--- config.mk ---
export PLATFORM = sky130hd
export DESIGN_NAME = ima_adpcm_dec_flat
export DESIGN_NICKNAME = d
export VERILOG_FILES = /design/src/rtl/ima_adpcm_pkg.sv /design/src/rtl/ima_adpcm_dec_if.sv /design/src/rtl/ima_adpcm_step_rom.sv /design/src/rtl/ima_adpcm_dec.sv /design/src/flat_wrapper.sv
export SDC_FILE = /design/constraint.sdc
export NUM_CORES = 1
export LEC_CHECK = 0
export CORE_ASPECT_RATIO = 0.9
export CORE_MARGIN = 2
export CORE_UTILIZATION = 35
export CTS_CLUSTER_DIAMETER = 200
export DETAILED_ROUTE_END_ITERATION = 8
export GPL_TIMING_DRIVEN = 0
export SLEW_MARGIN = 15
export SYNTH_ARGS = -nofsm -noshare
export SYNTH_HDL_FRONTEND = slang
export SYNTH_SLANG_ARGS = --single-unit
--- constraint.sdc ---
create_clock -name clock -period 3.77 [get_ports clock]
set_clock_uncertainty 0.1 [all_clocks]
set_input_delay 0.754 -clock clock [delete_from_list [all_inputs] [get_ports clock]]
set_output_delay 0.754 -clock clock [all_outputs]
set_load 0.01 [all_outputs]
--- src/rtl/ima_adpcm_pkg.sv ---
// Shared IMA ADPCM definitions: widths, state encoding, step-size and index-delta tables.
// Used by both the encoder and the decoder so their predictors stay bit-identical.
package ima_adpcm_pkg;

  localparam int SAMP_W    = 16;
  localparam int PRED_W    = 19;
  localparam int STEP_W    = 15;
  localparam int INDEX_W   = 7;
  localparam int MAX_INDEX = 88;

  typedef enum logic [2:0] {
    ST_IDLE = 3'd0,
    ST_BIT2 = 3'd1,
    ST_BIT1 = 3'd2,
    ST_BIT0 = 3'd3,
    ST_DONE = 3'd4
  } adpcmState_t;

  localparam int STEP_TABLE [0:MAX_INDEX] = '{
    7, 8, 9, 10, 11, 12, 13, 14, 16, 17,
    19, 21, 23, 25, 28, 31, 34, 37, 41, 45,
    50, 55, 60, 66, 73, 80, 88, 97, 107, 118,
    130, 143, 157, 173, 190, 209, 230, 253, 279, 307,
    337, 371, 408, 449, 494, 544, 598, 658, 724, 796,
    876, 963, 1060, 1166, 1282, 1411, 1552, 1707, 1878, 2066,
    2272, 2499, 2749, 3024, 3327, 3660, 4026, 4428, 4871, 5358,
    5894, 6484, 7132, 7845, 8630, 9493, 10442, 11487, 12635, 13899,
    15289, 16818, 18500, 20350, 22385, 24623, 27086, 29794, 32767
  };

  localparam int INDEX_DELTA [0:7] = '{-1, -1, -1, -1, 2, 4, 6, 8};

  function automatic logic [STEP_W-1:0] stepLookup(input logic [INDEX_W-1:0] index);
    if (index > INDEX_W'(MAX_INDEX)) return STEP_W'(32767);
    return STEP_W'(STEP_TABLE[index]);
  endfunction

  // Round the 3-bit fraction away; the top code must not wrap to 0x8000.
  function automatic logic [SAMP_W-1:0] roundPred(input logic [PRED_W-1:0] pred);
    if (pred[PRED_W-1:3] == 16'h7FFF && pred[2]) return 16'h7FFF;
    return pred[PRED_W-1:3] + {15'b0, pred[2]};
  endfunction

endpackage

--- src/rtl/ima_adpcm_dec_if.sv ---
// Code-stream input / PCM output bundle of the IMA ADPCM decoder.
interface ima_adpcm_dec_if;
  import ima_adpcm_pkg::*;

  logic [3:0]         inPCM;
  logic               inValid;
  logic               inInit;
  logic [SAMP_W-1:0]  inInitSamp;
  logic [INDEX_W-1:0] inInitIndex;
  logic               inReady;
  logic [SAMP_W-1:0]  outSamp;
  logic               outValid;
  logic [SAMP_W-1:0]  outPredictSamp;
  logic [INDEX_W-1:0] outStepIndex;

  modport slave (
    input  inPCM, inValid, inInit, inInitSamp, inInitIndex,
    output inReady, outSamp, outValid, outPredictSamp, outStepIndex
  );

  modport master (
    output inPCM, inValid, inInit, inInitSamp, inInitIndex,
    input  inReady, outSamp, outValid, outPredictSamp, outStepIndex
  );
endinterface

--- src/rtl/ima_adpcm_step_rom.sv ---
// Registered step-index to step-size lookup, one cycle of latency.
module ima_adpcm_step_rom
  import ima_adpcm_pkg::*;
(
  input  logic               clock,
  input  logic               reset,
  input  logic [INDEX_W-1:0] index,
  output logic [STEP_W-1:0]  stepSize
);

  always_ff @(posedge clock or posedge reset) begin
    if (reset) stepSize <= '0;
    else       stepSize <= stepLookup(index);
  end

endmodule

--- src/rtl/ima_adpcm_dec.sv ---
// IMA ADPCM decoder: one 4-bit code in, one 16-bit PCM sample out every 5 cycles.
// state | meaning
// IDLE  | waiting for a code or a re-seed
// BIT2  | dq = step + bit2 * 8*step
// BIT1  | dq += bit1 * 4*step
// BIT0  | dq += bit0 * 2*step
// DONE  | apply dq to predictor with saturation, update step index
module ima_adpcm_dec
  import ima_adpcm_pkg::*;
#(
  parameter int unsigned RST_STEP_INDEX = 0
) (
  input logic            clock,
  input logic            reset,
  ima_adpcm_dec_if.slave bus
);

  localparam logic signed [PRED_W+1:0] PRED_MAX = (PRED_W+2)'(2**(PRED_W-1) - 1);
  localparam logic signed [PRED_W+1:0] PRED_MIN = -(PRED_W+2)'(2**(PRED_W-1));

  adpcmState_t state, stateNext;

  logic                      inReadyR;
  logic                      outValidR;
  logic                      pendOut;
  logic [SAMP_W-1:0]         outSampR;
  logic [3:0]                code;
  logic [PRED_W-1:0]         dq;
  logic signed [PRED_W-1:0]  predictor;
  logic signed [PRED_W-1:0]  predSat;
  logic [INDEX_W-1:0]        stepIndex;
  logic [INDEX_W-1:0]        indexNext;
  logic [INDEX_W-1:0]        seedIndex;
  logic [STEP_W-1:0]         stepSize;
  logic [PRED_W-1:0]         stepExt;
  logic signed [PRED_W+1:0]  predWide;
  logic signed [PRED_W+1:0]  dqWide;
  logic signed [PRED_W+1:0]  preSum;
  logic                      accept;
  logic                      seed;
  int                        idxSum;

  ima_adpcm_step_rom uStepRom (
    .clock    (clock),
    .reset    (reset),
    .index    (stepIndex),
    .stepSize (stepSize)
  );

  always_ff @(posedge clock or posedge reset) begin
    if (reset) state <= ST_IDLE;
    else       state <= stateNext;
  end

  always_comb begin
    stateNext = ST_IDLE;
    accept    = (state == ST_IDLE) && inReadyR && bus.inValid && !bus.inInit;
    seed      = (state == ST_IDLE) && inReadyR && bus.inInit;
    case (state)
      ST_IDLE: stateNext = accept ? ST_BIT2 : ST_IDLE;
      ST_BIT2: stateNext = ST_BIT1;
      ST_BIT1: stateNext = ST_BIT0;
      ST_BIT0: stateNext = ST_DONE;
      ST_DONE: stateNext = ST_IDLE;
      default: stateNext = ST_IDLE;
    endcase
  end

  // One spare bit beyond the 20-bit sum so a full-scale dq cannot wrap past the rails.
  always_comb begin
    stepExt   = PRED_W'(stepSize);
    predWide  = {{2{predictor[PRED_W-1]}}, predictor};
    dqWide    = {2'b00, dq};
    preSum    = code[3] ? (predWide - dqWide) : (predWide + dqWide);
    predSat   = preSum[PRED_W-1:0];
    if (preSum > PRED_MAX)      predSat = PRED_MAX[PRED_W-1:0];
    else if (preSum < PRED_MIN) predSat = PRED_MIN[PRED_W-1:0];

    idxSum    = int'(stepIndex) + INDEX_DELTA[code[2:0]];
    if (idxSum < 0)         idxSum = 0;
    if (idxSum > MAX_INDEX) idxSum = MAX_INDEX;
    indexNext = INDEX_W'(idxSum);

    seedIndex = (bus.inInitIndex > INDEX_W'(MAX_INDEX)) ? INDEX_W'(MAX_INDEX) : bus.inInitIndex;
  end

  always_ff @(posedge clock or posedge reset) begin
    if (reset) begin
      inReadyR  <= 1'b0;
      outValidR <= 1'b0;
      pendOut   <= 1'b0;
      outSampR  <= '0;
      code      <= '0;
      dq        <= '0;
      predictor <= '0;
      stepIndex <= INDEX_W'(RST_STEP_INDEX);
    end else begin
      outValidR <= pendOut;
      pendOut   <= (state == ST_DONE);
      if (pendOut) outSampR <= roundPred(predictor);
      case (state)
        ST_IDLE: begin
          inReadyR <= !accept;
          if (accept) code <= bus.inPCM;
          if (seed) begin
            predictor <= {bus.inInitSamp, 3'b000};
            stepIndex <= seedIndex;
          end
        end
        ST_BIT2: dq <= stepExt + (code[2] ? (stepExt << 3) : '0);
        ST_BIT1: if (code[1]) dq <= dq + (stepExt << 2);
        ST_BIT0: if (code[0]) dq <= dq + (stepExt << 1);
        ST_DONE: begin
          predictor <= predSat;
          stepIndex <= indexNext;
          inReadyR  <= 1'b1;
        end
        default: ;
      endcase
    end
  end

  assign bus.inReady        = inReadyR;
  assign bus.outValid       = outValidR;
  assign bus.outSamp        = outSampR;
  assign bus.outPredictSamp = roundPred(predictor);
  assign bus.outStepIndex   = stepIndex;

endmodule

--- src/flat_wrapper.sv ---
// flat-port wrapper written by rule: the top's interface ports become plain ports
module ima_adpcm_dec_flat import ima_adpcm_pkg::*;
#(
  parameter int unsigned RST_STEP_INDEX = 0
)
  (clock, reset, bus_inPCM, bus_inValid, bus_inInit, bus_inInitSamp, bus_inInitIndex, bus_inReady, bus_outSamp, bus_outValid, bus_outPredictSamp, bus_outStepIndex);
  ima_adpcm_dec_if bus_i ();
  input logic clock;
  input logic reset;
  input wire logic [$bits(bus_i.inPCM)-1:0] bus_inPCM;
  input wire logic [$bits(bus_i.inValid)-1:0] bus_inValid;
  input wire logic [$bits(bus_i.inInit)-1:0] bus_inInit;
  input wire logic [$bits(bus_i.inInitSamp)-1:0] bus_inInitSamp;
  input wire logic [$bits(bus_i.inInitIndex)-1:0] bus_inInitIndex;
  output wire logic [$bits(bus_i.inReady)-1:0] bus_inReady;
  output wire logic [$bits(bus_i.outSamp)-1:0] bus_outSamp;
  output wire logic [$bits(bus_i.outValid)-1:0] bus_outValid;
  output wire logic [$bits(bus_i.outPredictSamp)-1:0] bus_outPredictSamp;
  output wire logic [$bits(bus_i.outStepIndex)-1:0] bus_outStepIndex;
  assign bus_i.inPCM = bus_inPCM;
  assign bus_i.inValid = bus_inValid;
  assign bus_i.inInit = bus_inInit;
  assign bus_i.inInitSamp = bus_inInitSamp;
  assign bus_i.inInitIndex = bus_inInitIndex;
  assign bus_inReady = bus_i.inReady;
  assign bus_outSamp = bus_i.outSamp;
  assign bus_outValid = bus_i.outValid;
  assign bus_outPredictSamp = bus_i.outPredictSamp;
  assign bus_outStepIndex = bus_i.outStepIndex;
  ima_adpcm_dec #(.RST_STEP_INDEX(RST_STEP_INDEX)) u_core (.clock(clock), .reset(reset), .bus(bus_i));
endmodule
# Yosys cells after proc, flatten, opt, wreduce, memory -nomap -nowiden

Memory sizes are Yosys's and may differ from the RTL's.
Cells that the tools add are included.
W data, S select, Z words.

Output and inout bits: 41
Memories kept: 2
Memory bits (read-only): 4352
Register bits: 86
Input bits: 31

Memories:

| memory           | depth | width | rd ports | clocked after memory_dff | write ports | line                | RTL |
|---|---|---|---|---|---|---|---|
| (name not given) | 128   | 32    | 1        | 0                        | 0           | ima_adpcm_pkg.sv:35 | `return STEP_W'(STEP_TABLE[index]);` |
| (name not given) | 8     | 32    | 1        | 0                        | 0           | ima_adpcm_dec.sv:79 | `idxSum = int'(stepIndex) + INDEX_DELTA[code[2:0]];` |

Add/subtract/negate cells: 7
Eq/ne operators: 8
Magnitude comparators: 8
Reduce and logical (&&, ||, !) cells: 13
Multiplexer cells: 29
Bitwise gates (word level): 2

Operators with widths:

| operator               | number |
|---|---|
| $mux W32               | 3 |
| $mux W19               | 5 |
| $mux W15               | 4 |
| $pmux W19 S3           | 1 |
| $mux W16               | 3 |
| $pmux W19 S2           | 1 |
| $add A8 B32 Y32        | 1 |
| $gt A32 B8 Y1 const B  | 1 |
| $lt A32 B1 Y1 const B  | 1 |
| $add A19 B20 Y21       | 1 |
| $gt A21 B19 Y1 const B | 1 |
| $lt A21 B19 Y1 const B | 1 |
| $mux W21               | 1 |
| $mux W7                | 3 |
| $sub A19 B20 Y21       | 1 |
| $add A15 B19 Y19       | 1 |
| $add A19 B16 Y19       | 1 |
| $add A19 B17 Y19       | 1 |
| $mux W18               | 1 |
| $add A16 B1 Y16        | 1 |
| $eq A16 B15 Y1 const B | 1 |
| $gt A7 B7 Y1 const B   | 2 |
| $pmux W7 S2            | 1 |
| $pmux W3 S4            | 1 |
| 17 further kinds       | 29 |

# Depth between registers and ports, before layout

Depth in word-level cells: 10
Mapped depth: 18

# Modules after synthesis

Synthesis repeated with hierarchy kept, for this count alone.

Cell total of the unflattened synthesis: 1219
Area total of the unflattened synthesis: 9723.1 um2

By module, submodules not included:

| module             | cells an instance | times used | area an instance (um2) | sequential area each (um2) |
|---|---|---|---|---|
| ima_adpcm_dec      | 934               | 1          | 7666.1                 | 1776.7 |
| ima_adpcm_step_rom | 285               | 1          | 2057.0                 | 375.4 |

# Worst setup path before layout

Ideal clock, no wire load.

Path type: reg2reg
Start: register u_core.code[2]
End: register u_core.stepIndex[3] (netlist: u_core.bus.outStepIndex[3])
Path buffers: 0
Clock period less this slack: 3.815 ns
Slack: -0.045 ns
Data required time: 3.534 ns
Setup time: 0.136 ns
Arrival: 3.579 ns
Stages on the path, launching flop included: 18
Cells stage by stage: dfrtp_1 > clkinv_1 > ha_1 > fa_1 > a21o_1 > a21oi_1 > o21ai_1 > a31oi_1 > or2_2 > ha_1 > nand2_1 > nor3_1 > nand4_1 > o32ai_1 > o21a_1 > o31a_1 > o21a_1 > o22ai_1

Longest elaborated chain between the ends: 10

Ends and longest elaborated chain:

| element                                       | line                 | RTL |
|---|---|---|
| start, declared                               | ima_adpcm_dec.sv:27  | `logic [3:0] code;` |
| start signal, assigned                        | ima_adpcm_dec.sv:104 | `if (accept) code <= bus.inPCM;` |
| $not A3 Y4 (implied by the code) *            | ima_adpcm_dec.sv:79  |  |
| $mem_v2 Z8 W32 *                              | --                   |  |
| $mux W32 (implied by the code) * (2 in a row) | ima_adpcm_dec.sv:79  |  |
| $add A8 B32 Y32 *                             | ima_adpcm_dec.sv:79  |  |
| $lt A32 B1 Y1                                 | ima_adpcm_dec.sv:80  | `if (idxSum < 0) idxSum = 0;` |
| $mux W32 *                                    | ima_adpcm_dec.sv:80  |  |
| $gt A32 B8 Y1                                 | ima_adpcm_dec.sv:81  | `if (idxSum > MAX_INDEX) idxSum = MAX_INDEX;` |
| $mux W7 *                                     | ima_adpcm_dec.sv:81  |  |
| $pmux W7 S2 *                                 | ima_adpcm_dec.sv:101 | `case (state)` |
| end signal, assigned                          | ima_adpcm_dec.sv:96  | `stepIndex <= INDEX_W'(RST_STEP_INDEX);` |
| end signal, assigned                          | ima_adpcm_dec.sv:107 | `stepIndex <= seedIndex;` |
| end signal, assigned                          | ima_adpcm_dec.sv:115 | `stepIndex <= indexNext;` |
| end, declared                                 | ima_adpcm_dec.sv:31  | `logic [INDEX_W-1:0] stepIndex;` |

Every way passes the cells marked *; elsewhere a longest branch is shown, timed or not. The select of a mux whose other input is x is not followed.
A chain may end at the register's enable or synchronous reset.

# Worst setup path after layout

Start: register u_core.dq[0]
End: register u_core.predictor[5]

Longest elaborated chain between the ends: 6
Elaborated cells between the ends (all ways): 8
Classes of those cells: add/sub: 2; order compare: 2; mux: 4

Ends and longest elaborated chain:

| element                                                     | line                 | RTL |
|---|---|---|
| start, declared                                             | ima_adpcm_dec.sv:28  | `logic [PRED_W-1:0] dq;` |
| start signal, assigned                                      | ima_adpcm_dec.sv:110 | `ST_BIT2: dq <= stepExt + (code[2] ? (stepExt << 3) : '0);` |
| start signal, assigned                                      | ima_adpcm_dec.sv:111 | `ST_BIT1: if (code[1]) dq <= dq + (stepExt << 2);` |
| start signal, assigned                                      | ima_adpcm_dec.sv:112 | `ST_BIT0: if (code[0]) dq <= dq + (stepExt << 1);` |
| $add A19 B20 Y21 / $sub A19 B20 Y21 (equally long branches) | ima_adpcm_dec.sv:74  | `preSum = code[3] ? (predWide - dqWide) : (predWide + dqWide);` |
| $mux W21 *                                                  | ima_adpcm_dec.sv:74  |  |
| $lt A21 B19 Y1                                              | ima_adpcm_dec.sv:77  | `else if (preSum < PRED_MIN) predSat = PRED_MIN[PRED_W-1:0];` |
| $mux W19                                                    | ima_adpcm_dec.sv:77  |  |
| $mux W19 *                                                  | ima_adpcm_dec.sv:76  | `if (preSum > PRED_MAX) predSat = PRED_MAX[PRED_W-1:0];` |
| $pmux W19 S2 *                                              | ima_adpcm_dec.sv:101 |  |
| end signal, assigned                                        | ima_adpcm_dec.sv:106 | `predictor <= {bus.inInitSamp, 3'b000};` |
| end signal, assigned                                        | ima_adpcm_dec.sv:114 | `predictor <= predSat;` |
| end, declared                                               | ima_adpcm_dec.sv:29  | `logic signed [PRED_W-1:0] predictor;` |

Every way passes the cells marked *; elsewhere a longest branch is shown, timed or not.

==> impl_summary.md <==
Final layout
The number of antenna diodes in the final layout is 0. The fill cell instance count of the final layout is 2758. The area of combinational cells with multiple inputs is 7310 um2. The summed area of non-filler cells in the final layout is 11800 um2. The growth of design area from synthesis to finish is 23.8%. The final layout contains 1498 nets. Summing all flip-flop and latch instances after layout gives 2160 um2. The fraction of final layout cells sized beyond drive strength 1 is 0.112.

Run
The tool flagged a number of max-cap violations equal to 0.

Clocking
The maximum buffer depth of the clock tree is 2. The H-tree generated during clock tree synthesis spans 3 levels. At the later pin of the worst-skew pair, clock insertion delay measures 0.35 ns. Clock-pin slew was measured on the worst setup and hold paths at 0.07 ns.

CTS placed an instance of clkbuf_16 at the clock tree root. The CTS tree is built. In this run, CTS created clock tree buffers numbering 9.

The clock net in this run drives a total of 86 sinks.

Global routing
The largest net degree at the start of global routing is 52. The first global-routing pass estimated 52500 um of wire. The number of global-route vias before repair is 9584. The global-route usage over all layers is 0.231.

The number of antenna violations at the first check in global routing was 0. Summed over all layers, the global routing overflow is 0.

Detailed routing
The first routing iteration left 1049 violations. Summing over every cut layer, the via total after detailed routing is 10100. The average via count per standard cell is 5.88. For this block, the routed nets add up to 33000 um of wire.

The mean routed wirelength per cell is 19.2 um. For this run, design rule violations remaining after detail routing come to 0. In this run the remaining antenna-violating nets after routing total 0.

The first detailed-routing pass took 5 iterations.

Placement
Summing all placed instances gives a cell area of 10700 um2. At the end of routability-driven placement, the weighted congestion stood at 0.913. The number of buffers added on ports is 71. The final HPWL from detailed placement is 25100 um.

Die
For this design the top-level I/O count stands at 72. The horizontal die dimension is 178 um. The floorplan has 57 rows. The floorplan step defined a die boundary enclosing 28500 um2. The core region is 26800 um2.

For this configuration, the core starts out at a cell density of 0.354. In this run the vertical extent of the chip is 160 um.

Setup path
The slowest stage cell on the critical path is dfrtp_1. The worst register-to-register path ends at u_core.predictor[5]$_DFFE_PP0P_. The critical path class is register to register. Of all nets on the critical path, the largest fanout is 8. Data on the critical path arrives at its endpoint at 4.09 ns. For the worst setup path, the data required time is 3.86 ns. The worst setup path endpoint is u_core.predictor[5]$_DFFE_PP0P_. The dominant cell type by count on the critical path is a211o_1. The cell count of the worst reg-to-reg path is 18.

For this run, the slowest stage of the critical path takes 0.38 ns. Traced cell by cell, the critical path runs through inv_1 -> ha_4 -> nor3b_4 -> and3_4 -> a21oi_1 -> xnor2_1 -> ha_1 -> buf_4 -> a211oi_4 -> a211oi_2 -> a211o_1 -> a31o_4 -> a211o_1 -> o21ai_4 -> a21oi_4 -> nor2_4 -> buf_6 -> a32oi_1. The worst-case register-to-register setup slack is -0.23 ns. Tracing the worst setup path back leads to its startpoint at u_core.dq[0]$_DFFE_PP0P_. The worst setup path is launched from a register. The startpoint of the lowest-slack register-to-register path is u_core.dq[0]$_DFFE_PP0P_.

The element type at the critical path end is a register.

STA
The maximum achievable frequency is 0.250 GHz. The share of the clock period used by the worst path after layout is 1.06. Setup repair after global routing could not meet its margin everywhere. The final period demand of the worst path is 4.00 ns. The number of hold violations in the final report came to 0. The final critical-path setup slack is -0.229 ns. The number of pins with negative max-slew slack in the final report is 0. The minimum hold slack is 0.341 ns.

The count of endpoints failing setup in the final report is 21. At the pin with the least slew margin, the transition time is 1.18 ns. The headroom to the max-slew limit is 0.191.

Synthesis
The flop and latch count out of synthesis is 86. The register area share after synthesis is 0.227. The number of nets in the synthesized netlist is 1374. The mean post-synth cell area is 7.69 um2. The most used flip-flop cell after synthesis is dfrtp_1. The cell area after synthesis is 9500 um2. The gate count after technology mapping is 1236. In the synthesized netlist the async set-or-reset flop fraction comes to 1.00. The Yosys step of the flow raised 0 warnings. The synthesized netlist contains 80 unique library cells. Yosys mapped a number of flops with a built-in enable equal to 0.

Min path
The tightest min-delay check is of the register to register type.

Run status
The checks that failed: setup timing. The run finished, with violations left.
## cells by family after synthesis
logic type	after synthesis	share of synthesized area
adders and majority gates	107	0.145
AOI/OAI and AO/OA	402	0.276
muxes	20	0.0262
buffers and inverters	105	0.0437
and+or+nand+nor	428	0.202
DFF	86	0.227
xor gates and xnor gates	88	0.0811
## cell type report
type                            instances  area share
Multi-Input combinational cell       1045       0.621
Sequential cell                        86       0.183
Clock inverter                          4     0.00415
Clock buffer                           10      0.0203
Inverter                               46      0.0160
Timing Repair Buffer                  114      0.0938
Tap cell                              354      0.0376
Buffer                                 58      0.0237
## state kept, by name, summed over array words and instances, names as in the netlist
name	cells
u_core.bus.inReady	1
u_core.dq	19
u_core.bus.outStepIndex	7
u_core.state	3
u_core.pendOut	1
u_core.predictor	19
u_core.code	4
u_core.bus.outSamp	16
u_core.bus.outValid	1
u_core.uStepRom.stepSize	15
## cells in the final DEF (no fill, tap or decap), types with 10 or more instances in the layout
cell and count:
o21ai_0 76, nand2b_1 16, xor2_1 32, nor2_1 122
ha_1 98, a21oi_1 94, nand2_1 161, buf_4 41
clkbuf_1 42, inv_1 41, o21a_1 19, a21o_1 21
and2_1 13, a32oi_1 11, dfrtp_1 82, nor3_1 22
nand3_1 31, o211ai_1 13, o22ai_1 10, xnor2_1 53
clkdlybuf4s50_1 62, a31oi_1 36, a211oi_1 13
## metal layers
| layer | wire length [um] | vias up | track usage |
|---|---|---|---|
| met5 | 0 | - | 0 |
| met4 | 764 | 0 | 0.0741 |
| met3 | 2270 | 65 | 0.0388 |
| met2 | 14100 | 417 | 0.334 |
| met1 | 15800 | 4864 | 0.345 |
| li1 | - | 4758 | - |
## timing repair
item | CTS | global route
endpoints found under the setup margin | 46 | 41
hold buffers | 0 | 0
resized for setup | 66 | 43
gates cloned | 1 | 0
setup buffers | 34 | 8
pin swaps | 24 | 22
## through the flow
stage | std cells | util | setup slack, ns | TNS [ns]
final | 1717 | 0.439 | -0.229 | -3.56
after global routing | 1717 | 0.439 | -0.368 | -6.80
after CTS | 1711 | 0.429 | -0.133 | -1.88
after detailed placement | 1662 | 0.398 | -0.994 | -19.08
after global placement | 1661 | 0.397 | -0.938 | -97.73
after floorplan | 1236 | - | 0.0809 | 0
## critical path, delay by kind of cell, from the launching register on
kind            cells  cell delay, ns
simple gates        3            0.70
buf+inv             3            0.43
compound gates      9            1.65
xor+xnor            1            0.18
fa+ha+maj           2            0.40
flops               1            0.38
## synth_stat cells (13+ instances only)
cell / number / area [um2]
nor3_1: 22 / 110
a31oi_1: 41 / 257
ha_1: 102 / 1280
o21a_1: 19 / 143
xor2_1: 33 / 289
xnor2_1: 55 / 482
nand3_1: 32 / 160
o21ai_0: 78 / 390
dfrtp_1: 86 / 2150
nor2_1: 127 / 477
nand2_1: 162 / 608
nand2b_1: 16 / 100
clkbuf_1: 49 / 184
a21o_1: 21 / 158
a211oi_1: 16 / 120
o211ai_1: 13 / 97.6
inv_1: 44 / 165
a21oi_1: 102 / 510
and2_1: 13 / 81.3
## worst min path at each step
stage | from | to | slack [ns] | cells after the start
finish | u_core.pendOut$_DFF_PP0_ | u_core.bus.outValid$_DFF_PP0_ | 0.34 | 0
global route | u_core.pendOut$_DFF_PP0_ | u_core.bus.outValid$_DFF_PP0_ | 0.36 | 0
CTS | u_core.pendOut$_DFF_PP0_ | u_core.bus.outValid$_DFF_PP0_ | 0.35 | 0
detailed placement | u_core.pendOut$_DFF_PP0_ | u_core.bus.outValid$_DFF_PP0_ | 0.33 | 0
global placement | u_core.pendOut$_DFF_PP0_ | u_core.bus.outValid$_DFF_PP0_ | 0.33 | 0
floorplan | u_core.pendOut$_DFF_PP0_ | u_core.bus.outValid$_DFF_PP0_ | 0.27 | 0
Power is left out: the tool's default activity adds up to more than one toggle a clock period on the data nets, which glitch-free logic cannot reach.
